$ cat src/rtl/extmem_arbiter_if.sv
// +----------------------------------------------------------------------+
// | extmem_arbiter_if : requester handshakes and external RAM bus        |
// | Rev 1.0                                                              |
// +----------------------------------------------------------------------+
`default_nettype none

interface extmem_arbiter_if #(
    parameter int AW = 16,
    parameter int DW = 8
);
    logic          hold;
    logic          wr_req;
    logic [AW-1:0] wr_addr;
    logic [DW-1:0] wr_data;
    logic          wr_ack;
    logic          rd_req;
    logic [AW-1:0] rd_addr;
    logic          rd_ack;
    logic [DW-1:0] rd_data;
    logic          rd_valid;
    logic [AW-1:0] addr;
    logic [DW-1:0] dq_out;
    logic          dq_oe;
    logic [DW-1:0] dq_in;
    logic          ce_n;
    logic          wr_n;
    logic          oe_n;
    logic          busy;

    modport master (
        output hold, wr_req, wr_addr, wr_data, rd_req, rd_addr, dq_in,
        input  wr_ack, rd_ack, rd_data, rd_valid, addr, dq_out, dq_oe,
        input  ce_n, wr_n, oe_n, busy
    );

    modport slave (
        input  hold, wr_req, wr_addr, wr_data, rd_req, rd_addr, dq_in,
        output wr_ack, rd_ack, rd_data, rd_valid, addr, dq_out, dq_oe,
        output ce_n, wr_n, oe_n, busy
    );
endinterface

`default_nettype wire

$ cat src/rtl/extmem_arbiter.sv
// +----------------------------------------------------------------------+
// | extmem_arbiter : round-robin write/read arbiter for an async SRAM    |
// | Rev 1.0                                                              |
// +----------------------------------------------------------------------+
`default_nettype none

module extmem_arbiter #(
    parameter int AW = 16,
    parameter int DW = 8
) (
    input  wire logic          clk_out,
    input  wire logic          reset,
    extmem_arbiter_if.slave    bus
);
    typedef enum logic [2:0] {
        IDLE = 3'd0,
        WR1  = 3'd1,
        WR2  = 3'd2,
        RD1  = 3'd3,
        RD2  = 3'd4
    } state_t;

    state_t        r_state;
    state_t        w_state_nx;
    logic          w_grant_wr;
    logic          w_grant_rd;
    logic          r_last_wr;
    logic [AW-1:0] r_addr;
    logic [DW-1:0] r_dq_out;
    logic [DW-1:0] r_rd_data;
    logic          r_rd_valid;
    logic          r_wr_ack;
    logic          r_rd_ack;
    logic          r_ce_n;
    logic          r_wr_n;
    logic          r_oe_n;
    logic          r_dq_oe;
    logic          r_busy;

    // IDLE and the second cycle of an access are the only arbitration points;
    // a tie goes to whichever side was not granted last.
    always_comb begin
        w_state_nx = r_state;
        w_grant_wr = 1'b0;
        w_grant_rd = 1'b0;
        case (r_state)
            WR1: w_state_nx = WR2;
            RD1: w_state_nx = RD2;
            default: begin
                if (!bus.hold && bus.wr_req && (!bus.rd_req || !r_last_wr)) begin
                    w_grant_wr = 1'b1;
                    w_state_nx = WR1;
                end else if (!bus.hold && bus.rd_req) begin
                    w_grant_rd = 1'b1;
                    w_state_nx = RD1;
                end else begin
                    w_state_nx = IDLE;
                end
            end
        endcase
    end

    always_ff @(posedge clk_out) begin
        if (reset) begin
            r_state <= IDLE;
        end else begin
            r_state <= w_state_nx;
        end
    end

    // Strobes are decoded from the next state so every output comes from a flop.
    always_ff @(posedge clk_out) begin
        if (reset) begin
            r_last_wr  <= 1'b0;
            r_addr     <= '0;
            r_dq_out   <= '0;
            r_rd_data  <= '0;
            r_rd_valid <= 1'b0;
            r_wr_ack   <= 1'b0;
            r_rd_ack   <= 1'b0;
            r_ce_n     <= 1'b1;
            r_wr_n     <= 1'b1;
            r_oe_n     <= 1'b1;
            r_dq_oe    <= 1'b0;
            r_busy     <= 1'b0;
        end else begin
            r_wr_ack   <= w_grant_wr;
            r_rd_ack   <= w_grant_rd;
            r_busy     <= (w_state_nx != IDLE);
            r_ce_n     <= (w_state_nx == IDLE);
            r_wr_n     <= (w_state_nx != WR2);
            r_oe_n     <= !((w_state_nx == RD1) || (w_state_nx == RD2));
            r_dq_oe    <= (w_state_nx == WR1) || (w_state_nx == WR2);
            r_rd_valid <= (r_state == RD2);
            if (r_state == RD2) begin
                r_rd_data <= bus.dq_in;
            end
            if (w_grant_wr) begin
                r_last_wr <= 1'b1;
                r_addr    <= bus.wr_addr;
                r_dq_out  <= bus.wr_data;
            end else if (w_grant_rd) begin
                r_last_wr <= 1'b0;
                r_addr    <= bus.rd_addr;
            end
        end
    end

    assign bus.wr_ack   = r_wr_ack;
    assign bus.rd_ack   = r_rd_ack;
    assign bus.rd_data  = r_rd_data;
    assign bus.rd_valid = r_rd_valid;
    assign bus.addr     = r_addr;
    assign bus.dq_out   = r_dq_out;
    assign bus.dq_oe    = r_dq_oe;
    assign bus.ce_n     = r_ce_n;
    assign bus.wr_n     = r_wr_n;
    assign bus.oe_n     = r_oe_n;
    assign bus.busy     = r_busy;

endmodule

`default_nettype wire

$ cat src/flat_wrapper.sv
// flat-port wrapper written by rule: the top's interface ports become plain ports
module extmem_arbiter_flat 
#(
    parameter int AW = 16,
    parameter int DW = 8
)
  (clk_out, reset, bus_hold, bus_wr_req, bus_wr_addr, bus_wr_data, bus_rd_req, bus_rd_addr, bus_dq_in, bus_wr_ack, bus_rd_ack, bus_rd_data, bus_rd_valid, bus_addr, bus_dq_out, bus_dq_oe, bus_ce_n, bus_wr_n, bus_oe_n, bus_busy);
  extmem_arbiter_if #(.AW(AW), .DW(DW)) bus_i ();
  input  wire logic clk_out;
  input  wire logic reset;
  input wire logic [$bits(bus_i.hold)-1:0] bus_hold;
  input wire logic [$bits(bus_i.wr_req)-1:0] bus_wr_req;
  input wire logic [$bits(bus_i.wr_addr)-1:0] bus_wr_addr;
  input wire logic [$bits(bus_i.wr_data)-1:0] bus_wr_data;
  input wire logic [$bits(bus_i.rd_req)-1:0] bus_rd_req;
  input wire logic [$bits(bus_i.rd_addr)-1:0] bus_rd_addr;
  input wire logic [$bits(bus_i.dq_in)-1:0] bus_dq_in;
  output wire logic [$bits(bus_i.wr_ack)-1:0] bus_wr_ack;
  output wire logic [$bits(bus_i.rd_ack)-1:0] bus_rd_ack;
  output wire logic [$bits(bus_i.rd_data)-1:0] bus_rd_data;
  output wire logic [$bits(bus_i.rd_valid)-1:0] bus_rd_valid;
  output wire logic [$bits(bus_i.addr)-1:0] bus_addr;
  output wire logic [$bits(bus_i.dq_out)-1:0] bus_dq_out;
  output wire logic [$bits(bus_i.dq_oe)-1:0] bus_dq_oe;
  output wire logic [$bits(bus_i.ce_n)-1:0] bus_ce_n;
  output wire logic [$bits(bus_i.wr_n)-1:0] bus_wr_n;
  output wire logic [$bits(bus_i.oe_n)-1:0] bus_oe_n;
  output wire logic [$bits(bus_i.busy)-1:0] bus_busy;
  assign bus_i.hold = bus_hold;
  assign bus_i.wr_req = bus_wr_req;
  assign bus_i.wr_addr = bus_wr_addr;
  assign bus_i.wr_data = bus_wr_data;
  assign bus_i.rd_req = bus_rd_req;
  assign bus_i.rd_addr = bus_rd_addr;
  assign bus_i.dq_in = bus_dq_in;
  assign bus_wr_ack = bus_i.wr_ack;
  assign bus_rd_ack = bus_i.rd_ack;
  assign bus_rd_data = bus_i.rd_data;
  assign bus_rd_valid = bus_i.rd_valid;
  assign bus_addr = bus_i.addr;
  assign bus_dq_out = bus_i.dq_out;
  assign bus_dq_oe = bus_i.dq_oe;
  assign bus_ce_n = bus_i.ce_n;
  assign bus_wr_n = bus_i.wr_n;
  assign bus_oe_n = bus_i.oe_n;
  assign bus_busy = bus_i.busy;
  extmem_arbiter #(.AW(AW), .DW(DW)) u_core (.clk_out(clk_out), .reset(reset), .bus(bus_i));
endmodule
$ cat config.mk
export PLATFORM = sky130hd
export DESIGN_NAME = extmem_arbiter_flat
export DESIGN_NICKNAME = d
export VERILOG_FILES = /design/src/rtl/extmem_arbiter_if.sv /design/src/rtl/extmem_arbiter.sv /design/src/flat_wrapper.sv
export SDC_FILE = /design/constraint.sdc
export NUM_CORES = 1
export LEC_CHECK = 0
export ABC_AREA = 1
export BUFFER_PORTS_ARGS = -buffer_cell sky130_fd_sc_hd__buf_2
export CAP_MARGIN = 20
export CORE_MARGIN = 4
export CORE_UTILIZATION = 40
export DETAILED_ROUTE_END_ITERATION = 12
export HOLD_SLACK_MARGIN = 0.05
export PLACE_DENSITY_LB_ADDON = 0.08
export SLEW_MARGIN = 10
export SYNTH_ARGS = -nofsm -noshare
export SYNTH_HDL_FRONTEND = slang
export SYNTH_SLANG_ARGS = --single-unit
$ cat constraint.sdc
create_clock -name clk_out -period 1 [get_ports clk_out]
set_input_delay 0 -clock clk_out [delete_from_list [all_inputs] [get_ports clk_out]]
set_output_delay 0 -clock clk_out [all_outputs]
set_load 0.01 [all_outputs]
==> results.json, run 1 <==
{
  "r2r_end": "u_core.bus.addr[0]$_SDFFE_PP0P_",
  "drt-initial-drc-count": 85,
  "dp_cells": 390,
  "wirelength_um": 5770,
  "period_needed_ns": 1.25,
  "multiInputGateArea_um2": 868,
  "synth_compound_area_share_pct": 7.20,
  "cp_data_required_time_ns": 1.22,
  "irDropWorstVdd_uv": 969,
  "start_util_pct": 42.5,
  "fp.dieW_um": 73.9,
  "synthMuxAreaShare_pct": 0,
  "place_hpwl_um": 3640,
  "yosysWarnings": 0,
  "preCtsSetupSlack_ns": -0.149,
  "cts-buffers-inserted": 5,
  "syn_inst": 236,
  "finalClockSkew_ns": 0.00802,
  "timing.hold.ws_ns": 0.0733,
  "cts_root_buf": "clkbuf_8",
  "outcome": "finished with violations",
  "synth_xor_area_share_pct": 0,
  "boundaryPins": 93,
  "grt_pass1_vias": 2084,
  "synth_fa_ha_area_share_pct": 0,
  "cp_max_fo": 16,
  "clkTransAtPathRegs_ns": 0.08,
  "synth_cell_types": 21,
  "synth_top_family_by_area": "simple AND/OR/NAND/NOR gates",
  "clk_latency_ns": 0.30,
  "die_height_um": 73.9,
  "routabilityCongestion": 0.795,
  "ys_seq_area_share_pct": 50.7,
  "p_per_area_nw_per_um2": 1280,
  "ff_latch_area_um2": 886,
  "synthArstFlopShare_pct": 0,
  "maxCapViolations": 0,
  "postLayoutCoreUtil_pct": 76.8,
  "whs_path_depth": 5,
  "slowest_delay_ns": 0.35,
  "arrival_ns": 1.47,
  "grtUsageMet3_pct": 6.98,
  "crit_chain": "inv_2 -> nand2_4 -> nand3_4 -> buf_12 -> o21ai_1 -> nand2_1 -> a21oi_1",
  "grt_pass1_wl_um": 9180,
  "relSlewSlack_pct": 74.9,
  "synth.area.top_cells": "dfxtp_1 (51%), nand2_1 (11%), nand3_1 (9.5%)",
  "reg2reg_slack_ns": -0.25,
  "min_from": "bus_wr_addr[14]",
  "antenna_left": 0,
  "numPortBuffers": 92,
  "fin_crit_sh_pct": 125,
  "synthFlopType": "dfxtp_1",
  "synth_nets": 289,
  "drive_above_1_share_pct": 42.7,
  "use_met2_pct": 37.7,
  "avgSynthCellArea_um2": 7.36,
  "critPathCaptureType": "register",
  "top_usage_layer": "met2",
  "worst_slack_ns": -0.255,
  "synth_top_area_cell": "dfxtp_1",
  "drt_first_pass_iters": 4,
  "vias": 2089,
  "antenna_found_initial": 0,
  "fin_nets": 450,
  "hold_path_end": "u_core.bus.addr[14]$_SDFFE_PP0P_",
  "nFillCells": 305,
  "ys_ff_latch": 44,
  "path_delay_family": "flip-flops",
  "antenna_cells": 0,
  "violations": "setup timing",
  "timing.rr.start": "u_core.r_state[2]$_SDFF_PP0_",
  "critPathKind": "reg2reg",
  "rsz0062_at_grt": "yes",
  "viasPerCell": 4.68,
  "finalPower_uw": 4030,
  "die-area_um2": 5460,
  "synth-simple-area-share_pct": 34.6,
  "startpoint_type": "register",
  "grt_start_max_net_pins": 17,
  "slew_viol_final": 0,
  "drc": 0,
  "grt-ovfl-total": 0,
  "cts_tree": "done",
  "synth_edf_count": 0,
  "cts_max_level": 2,
  "clock_path_buffers": 2,
  "crit_slowest_cell": "dfxtp_2",
  "timing.fmax_mhz": 797,
  "syn_to_final_growth_pct": 80.6,
  "clkSinkCount": 44,
  "grt_usage_pct": 21.6,
  "path_buf_inv": 2,
  "core_um2": 4090,
  "finalHoldViolCount": 0,
  "worstHoldPathType": "in2reg",
  "synth_area_um2": 1740,
  "worst_slew_pin_slew_ns": 0.376,
  "netlist.area_leader.share_pct": 50.7,
  "fin_cells": 446,
  "wl_per_cell_um": 12.9,
  "rows": 23,
  "finalSetupViolCount": 41,
  "met1_usage_pct": 25.6,
  "p_leak_uw": 0.00162,
  "r2r_cells": 7
}
worst max path at each step:
stage / end / slack (ns) / start / cells past startpoint
after detailed placement: u_core.bus.addr[8]$_SDFFE_PP0P_ / -0.15 / u_core.r_state[0]$_SDFF_PP0_ / 7
after floorplan: u_core.bus.addr[10]$_SDFFE_PP0P_ / -0.05 / u_core.r_state[2]$_SDFF_PP0_ / 9
after global routing: u_core.bus.addr[0]$_SDFFE_PP0P_ / -0.32 / u_core.r_state[2]$_SDFF_PP0_ / 7
final: u_core.bus.addr[0]$_SDFFE_PP0P_ / -0.25 / u_core.r_state[2]$_SDFF_PP0_ / 7
after CTS: u_core.bus.addr[0]$_SDFFE_PP0P_ / -0.18 / u_core.r_state[2]$_SDFF_PP0_ / 7
after global placement: u_core.bus.addr[8]$_SDFFE_PP0P_ / -0.13 / u_core.r_state[0]$_SDFF_PP0_ / 7
sequential cells by signal, indices dropped and copies added (netlist names), 3 cells and up:
register	cells
u_core.bus.dq_out	8
u_core.bus.rd_data	8
u_core.bus.addr	16
u_core.r_state	3
per-stage QoR:
| stage | setup TNS (ns) | instance area (um2) |
|---|---|---|
| after detailed placement | -3.79 | 2450 |
| after global routing | -7.66 | 3140 |
| after global placement | -2.89 | 2450 |
| final | -4.78 | 3140 |
| after floorplan | -0.955 | 1820 |
| after CTS | -3.99 | 3060 |
layer usage:
layer	share of wire (%)	vias to the layer above
met3	7.8	4
met2	50	66
met4	0.69	0
met5	0	-
met1	41	953
li1	-	1066
Yosys cell counts (2+ instances only):
| master | number |
|---|---|
| buf_2 | 5 |
| nor2_2 | 4 |
| buf_1 | 2 |
| nand4_1 | 2 |
| nand2_1 | 52 |
| inv_2 | 3 |
| a21oi_1 | 4 |
| o21ai_1 | 2 |
| nand3_1 | 33 |
| clkbuf_1 | 2 |
| nor2_1 | 38 |
| dfxtp_1 | 44 |
| o21ai_0 | 19 |
| inv_1 | 19 |
power breakdown:
part	internal [uW]	total (uW)	switching [uW]
sequential	1850	1900	52.8
combinational	430	829	399
clock	717	1300	586
worst reg2reg max path, cell delays in order, from the launching register on:
cell and delay (ns):
dfxtp_2 0.35, inv_2 0.05, nand2_4 0.08, nand3_4 0.15, buf_12 0.20, o21ai_1 0.10, nand2_1 0.08, a21oi_1 0.16
logic make-up after synthesis:
logic type             Yosys count
AO/OA/AOI/OAI                   25
AND/OR/NAND/NOR                135
flip-flops                      44
buffers and inverters           32
final cells by class:
cell class / count / area share, %
clock inverters: 1 / 0.957
well taps: 50 / 1.99
clock buffers: 5 / 2.19
flip-flops and latches: 44 / 28.2
multi-input cells: 160 / 27.7
inverters: 22 / 2.79
repair buffers: 164 / 36.2
cell usage in the layout (no fill, tap or decap), drive strengths merged:
cell         count
nor2            43
nand4            2
bufinv           1
nor3             2
clkbuf           5
inv             22
o21ai           21
nand2           54
a21oi            4
buf            120
nand3           34
dfxtp           44
dlygate4sd3     44
timing repair:
action,CTS,global route
cloned,1,0
endpoints found under the hold margin,31,0
gates resized for setup,17,23
pin swaps,1,7
setup buffers,3,2
endpoints found under the setup margin,41,43
hold buffers,44,0
(Power assumes the default switching activity.)
==> inputs of run 2 (changes only) <==
Settings changed: CORE_UTILIZATION 40 to 44.
Clock period 1 ns to 1.3 ns, I/O delays scaled along.
==> run 2 against run 1 <==
The flow now finishes without violations. Critical path depth did not move. Clock-buffer cell count grew 2. Core utilization is 1.0 points higher. Combinational power fell by 32%. Via count shrank 2.9%. Worst setup slack improved by 0.35 ns. Clock skew decreased by 0.0024 ns. Sequential share of layout area increased by 2.1 points. Total power is 22% lower. Cell count down 3.8%. Sequential power is 23% lower.
==> results.json, run 2 (synthesis gave the netlist of run 1 again) <==
{
  "finalSetupViolCount": 0,
  "die-area_um2": 5020,
  "layout_commonest_cell": "buf_2",
  "boundaryPins": 93,
  "rows": 22,
  "period_needed_ns": 1.20,
  "nFillCells": 279,
  "grt_start_max_net_pins": 25,
  "drt-initial-drc-count": 97,
  "fin_cells": 429,
  "slew_viol_final": 0,
  "wl_per_cell_um": 12.6,
  "place_hpwl_um": 3300,
  "preCtsSetupSlack_ns": 0.0326,
  "grt_pass1_vias": 1951,
  "cts-buffers-inserted": 5,
  "fin_nets": 433,
  "cts_tree": "done",
  "worst_slew_pin_slew_ns": 0.289,
  "startpoint_type": "register",
  "fp.dieW_um": 70.8,
  "routabilityCongestion": 0.817,
  "finalPower_uw": 3150,
  "timing.fmax_mhz": 832,
  "cp_max_fo": 14,
  "critPathCaptureType": "register",
  "p_per_area_nw_per_um2": 1080,
  "layout_common_cells": "buf_2 (92), nand2_1 (51), dlygate4sd3_1 (43)",
  "finalHoldViolCount": 0,
  "postLayoutCoreUtil_pct": 77.8,
  "p_leak_uw": 0.00154,
  "antenna_found_initial": 0,
  "vias": 2029,
  "dp_cells": 375,
  "worst_slack_ns": 0.0978,
  "viasPerCell": 4.73,
  "die_height_um": 70.8,
  "irDropWorstVdd_uv": 830,
  "fin_area_um2": 2910,
  "largest_reg_flops": 16,
  "clk_latency_ns": 0.30,
  "wirelength_um": 5420,
  "numPortBuffers": 92,
  "cts_max_level": 2,
  "clkSinkCount": 44,
  "core_um2": 3740,
  "antenna_cells": 0,
  "drt_first_pass_iters": 4,
  "ff_latch_area_um2": 883,
  "grt_usage_pct": 21.3,
  "cts_root_buf": "clkbuf_8",
  "finalClockSkew_ns": 0.00563,
  "drc": 0,
  "worstHoldPathType": "in2reg",
  "outcome": "finished, final reports clean",
  "syn_to_final_growth_pct": 67.7,
  "arrival_ns": 1.44,
  "clock_path_buffers": 2,
  "maxCapViolations": 0,
  "cp_data_required_time_ns": 1.53,
  "relSlewSlack_pct": 80.7,
  "multiInputGateArea_um2": 757,
  "antenna_left": 0,
  "critPathKind": "reg2reg",
  "place_area_um2": 2300,
  "start_util_pct": 46.4,
  "grt-ovfl-total": 0,
  "clkTransAtPathRegs_ns": 0.08,
  "fin_crit_sh_pct": 92.5,
  "drive_above_1_share_pct": 33.6,
  "grt_pass1_wl_um": 8710
}
==> run 2: changes by cell type in the layout (fill, tap and decap cells not counted), sizes merged <==
cell,before,now
nand3,34,35
buf,120,103
dlygate4sd3,44,43
clkbuf,5,7
==> run 2: worst paths after layout <==
| kind | endpoint | cells after the start | from | slack (ns) |
|---|---|---|---|---|
| worst min register to register | u_core.r_last_wr$_SDFFE_PP0P_ | 2 | u_core.r_last_wr$_SDFFE_PP0P_ | 0.46 |
| worst max register to register | u_core.bus.addr[0]$_SDFFE_PP0P_ | 7 | u_core.r_state[2]$_SDFF_PP0_ | 0.1 |
| worst max-delay path | u_core.bus.addr[0]$_SDFFE_PP0P_ | 7 | u_core.r_state[2]$_SDFF_PP0_ | 0.1 |
| worst min-delay path | u_core.bus.addr[0]$_SDFFE_PP0P_ | 5 | bus_rd_addr[0] | 0.06 |
==> run 2: cell type report <==
class | instances | share of cell area [%]
clock buffer | 7 | 3.31
clock inverter | 1 | 1.03
inverter | 22 | 2.92
multi-input combinational | 161 | 26.0
tap | 48 | 2.06
sequential | 44 | 30.3
timing repair buffer | 146 | 34.4
==> run 2: worst max-delay path: stages (launching register included) <==
cell and delay (ns):
dfxtp_2 0.36, inv_2 0.06, nand2_4 0.10, nand3_4 0.17
buf_12 0.19, o21ai_1 0.08, nand2_1 0.07, a21oi_1 0.11
==> run 2: repair_timing <==
action                                  4_1_cts  5_1_grt
endpoints found under the setup margin        0       25
buffers inserted                              0        2
endpoints found under the hold margin        30        0
gates resized for setup                       0       10
hold buffers                                 43        0
==> run 2: power by group <==
group          internal, uW  switching [uW]
Sequential             1420            35.9
Clock                   678             455
Combinational           288             275
==> run 2: per-stage QoR <==
step | TNS (ns) | hold slack [ns]
floorplan | 0 | 0.110
global placement | 0 | 0.195
detailed placement | 0 | 0.198
CTS | 0 | 0.0529
global route | -0.0255 | 0.0803
finish | 0 | 0.0602
==> run 2: layer usage <==
layer / wire length (um) / global-route usage, % / vias up / part of all wire (%)
li1: - / - / 1039 / -
met1: 2190 / 24.9 / 908 / 40
met2: 2760 / 36.7 / 70 / 51
met3: 363 / 7.24 / 12 / 6.7
met4: 106 / 6.68 / 0 / 2.0
met5: 0 / 0 / - / 0
==> inputs of run 3 (changes only) <==
Settings changed: CORE_ASPECT_RATIO set to 0.9.
==> run 3 against run 2 <==
Via count down 4.5%. Critical path type unchanged. Clock-buffer cell count shrank 2. Cell count decreased by 0.93%. Maximum frequency barely moved. Sequential power about the same. Hold slack worse by 0.0089 ns. Routed wire length shrank 2.3%. Register-to-register slack about the same. Sequential cell count stayed put. Total power fell by 11%. First-iteration DRC count increased by 11%.
==> results.json, run 3 (synthesis gave the netlist of run 1 again) <==
{
  "cp_data_required_time_ns": 1.52,
  "start_util_pct": 46.3,
  "numPortBuffers": 92,
  "antenna_cells": 0,
  "worst_slew_pin_slew_ns": 0.319,
  "grt-ovfl-total": 0,
  "fin_area_um2": 2860,
  "startpoint_type": "register",
  "crit_path_end": "u_core.bus.addr[14]$_SDFFE_PP0P_",
  "clkTransAtPathRegs_ns": 0.08,
  "cts_max_level": 2,
  "critPathKind": "reg2reg",
  "routabilityCongestion": 0.759,
  "drive_above_1_share_pct": 33.2,
  "irDropWorstVdd_uv": 826,
  "place_area_um2": 2300,
  "crit_start": "u_core.r_state[2]$_SDFF_PP0_",
  "cts_tree": "done",
  "arrival_ns": 1.42,
  "fin_crit_sh_pct": 92.4,
  "grt_pass1_vias": 1842,
  "drt_first_pass_iters": 4,
  "grt_start_max_net_pins": 21,
  "drt-initial-drc-count": 108,
  "cts-buffers-inserted": 5,
  "outcome": "finished, final reports clean",
  "r2r_cells": 7,
  "boundaryPins": 93,
  "finalPower_uw": 2820,
  "postLayoutCoreUtil_pct": 76.0,
  "clock_path_buffers": 2,
  "clkSinkCount": 44,
  "drc": 0,
  "timing.fmax_mhz": 832,
  "cp_max_fo": 17,
  "critPathCaptureType": "register",
  "timing.rr.start": "u_core.r_state[2]$_SDFF_PP0_",
  "grt_usage_pct": 21.4,
  "layout_commonest_cell": "buf_2",
  "finalHoldViolCount": 0,
  "period_needed_ns": 1.20,
  "core_um2": 3760,
  "dr_wl_met2_um": 2560,
  "reg2reg_slack_ns": 0.1,
  "maxCapViolations": 0,
  "die_height_um": 67.6,
  "finalClockSkew_ns": 0.00685,
  "layout_common_cells": "buf_2 (92), nand2_1 (50), dlygate4sd3_1 (43), dfxtp_1 (43), nor2_1 (37)",
  "dr_wl_met3_um": 475,
  "fin_nets": 432,
  "finalSetupViolCount": 0,
  "wl_per_cell_um": 12.5,
  "slew_viol_final": 0,
  "wirelength_um": 5300,
  "timing.hold.ws_ns": 0.0513,
  "p_per_area_nw_per_um2": 986,
  "rows": 21,
  "die-area_um2": 5020,
  "relSlewSlack_pct": 78.7,
  "r2r_end": "u_core.bus.addr[14]$_SDFFE_PP0P_",
  "antenna_left": 0,
  "vias": 1938,
  "top_layer_used": "met4",
  "antenna_found_initial": 0,
  "place_hpwl_um": 3350,
  "clk_latency_ns": 0.29,
  "m1WireLength_um": 2200,
  "worstHoldPathType": "in2reg",
  "viasPerCell": 4.56,
  "largest_reg_flops": 16,
  "p_leak_uw": 0.00151,
  "syn_to_final_growth_pct": 64.4,
  "worst_slack_ns": 0.0983,
  "fp.dieW_um": 74.2,
  "cts_root_buf": "clkbuf_8",
  "grt_pass1_wl_um": 8160,
  "preCtsSetupSlack_ns": 0.0505,
  "nFillCells": 297
}
## run 3: final cells by class
cell class              count  area, um2  share of cell area, %
inverters                  22       85.1                   2.98
clock inverters             2       12.5                  0.438
well taps                  46       57.6                   2.01
repair buffers            146       1010                   35.2
flip-flops and latches     44        882                   30.9
multi-input cells         160        744                   26.1
clock buffers               5       68.8                   2.41
## run 3: per-stage QoR
stage	setup TNS [ns]	std cells
3_5_place_dp	0	373
5_1_grt	-0.0338	425
6_report	0	425
2_1_floorplan	0	236
3_3_place_gp	0	373
4_1_cts	0	423
## run 3: critical path, cell delays in order, from the launching register on
cell     delay (ns)
dfxtp_2        0.37
inv_2          0.06
nand2_4        0.10
nand3_4        0.14
buf_8          0.19
o21ai_1        0.07
nand2_1        0.06
a21oi_1        0.14
## run 3: metal layers
layer / global-route usage [%] / vias up
li1: - / 1034
met1: 24.8 / 826
met2: 37.1 / 72
met3: 7.59 / 6
met4: 6.44 / 0
met5: 0 / -
## run 3: power by group
group	internal (uW)	switching [uW]	total, uW	leakage (uW)
logic	285	267	552	0.00111
clock network	364	444	807	0.0000400
registers	1420	35.5	1460	0.000360
## run 3: worst min path at each step
stage / slack [ns] / cells after the start / end / start
after floorplan: 0.11 / 2 / u_core.bus.addr[11]$_SDFFE_PP0P_ / bus_wr_addr[11]
after global placement: 0.19 / 3 / u_core.bus.addr[4]$_SDFFE_PP0P_ / bus_wr_addr[4]
after detailed placement: 0.20 / 3 / u_core.bus.addr[4]$_SDFFE_PP0P_ / bus_wr_addr[4]
after CTS: 0.05 / 5 / u_core.bus.addr[5]$_SDFFE_PP0P_ / bus_rd_addr[5]
after global routing: 0.08 / 5 / u_core.bus.addr[5]$_SDFFE_PP0P_ / bus_rd_addr[5]
final: 0.05 / 5 / u_core.bus.addr[5]$_SDFFE_PP0P_ / bus_rd_addr[5]
## run 3: timing repair
| item | in CTS | in global routing |
|---|---|---|
| hold endpoints to repair | 31 | 0 |
| hold buffers | 43 | 0 |
| resized for setup | 0 | 10 |
| setup buffers | 0 | 2 |
| endpoints found under the setup margin | 0 | 18 |
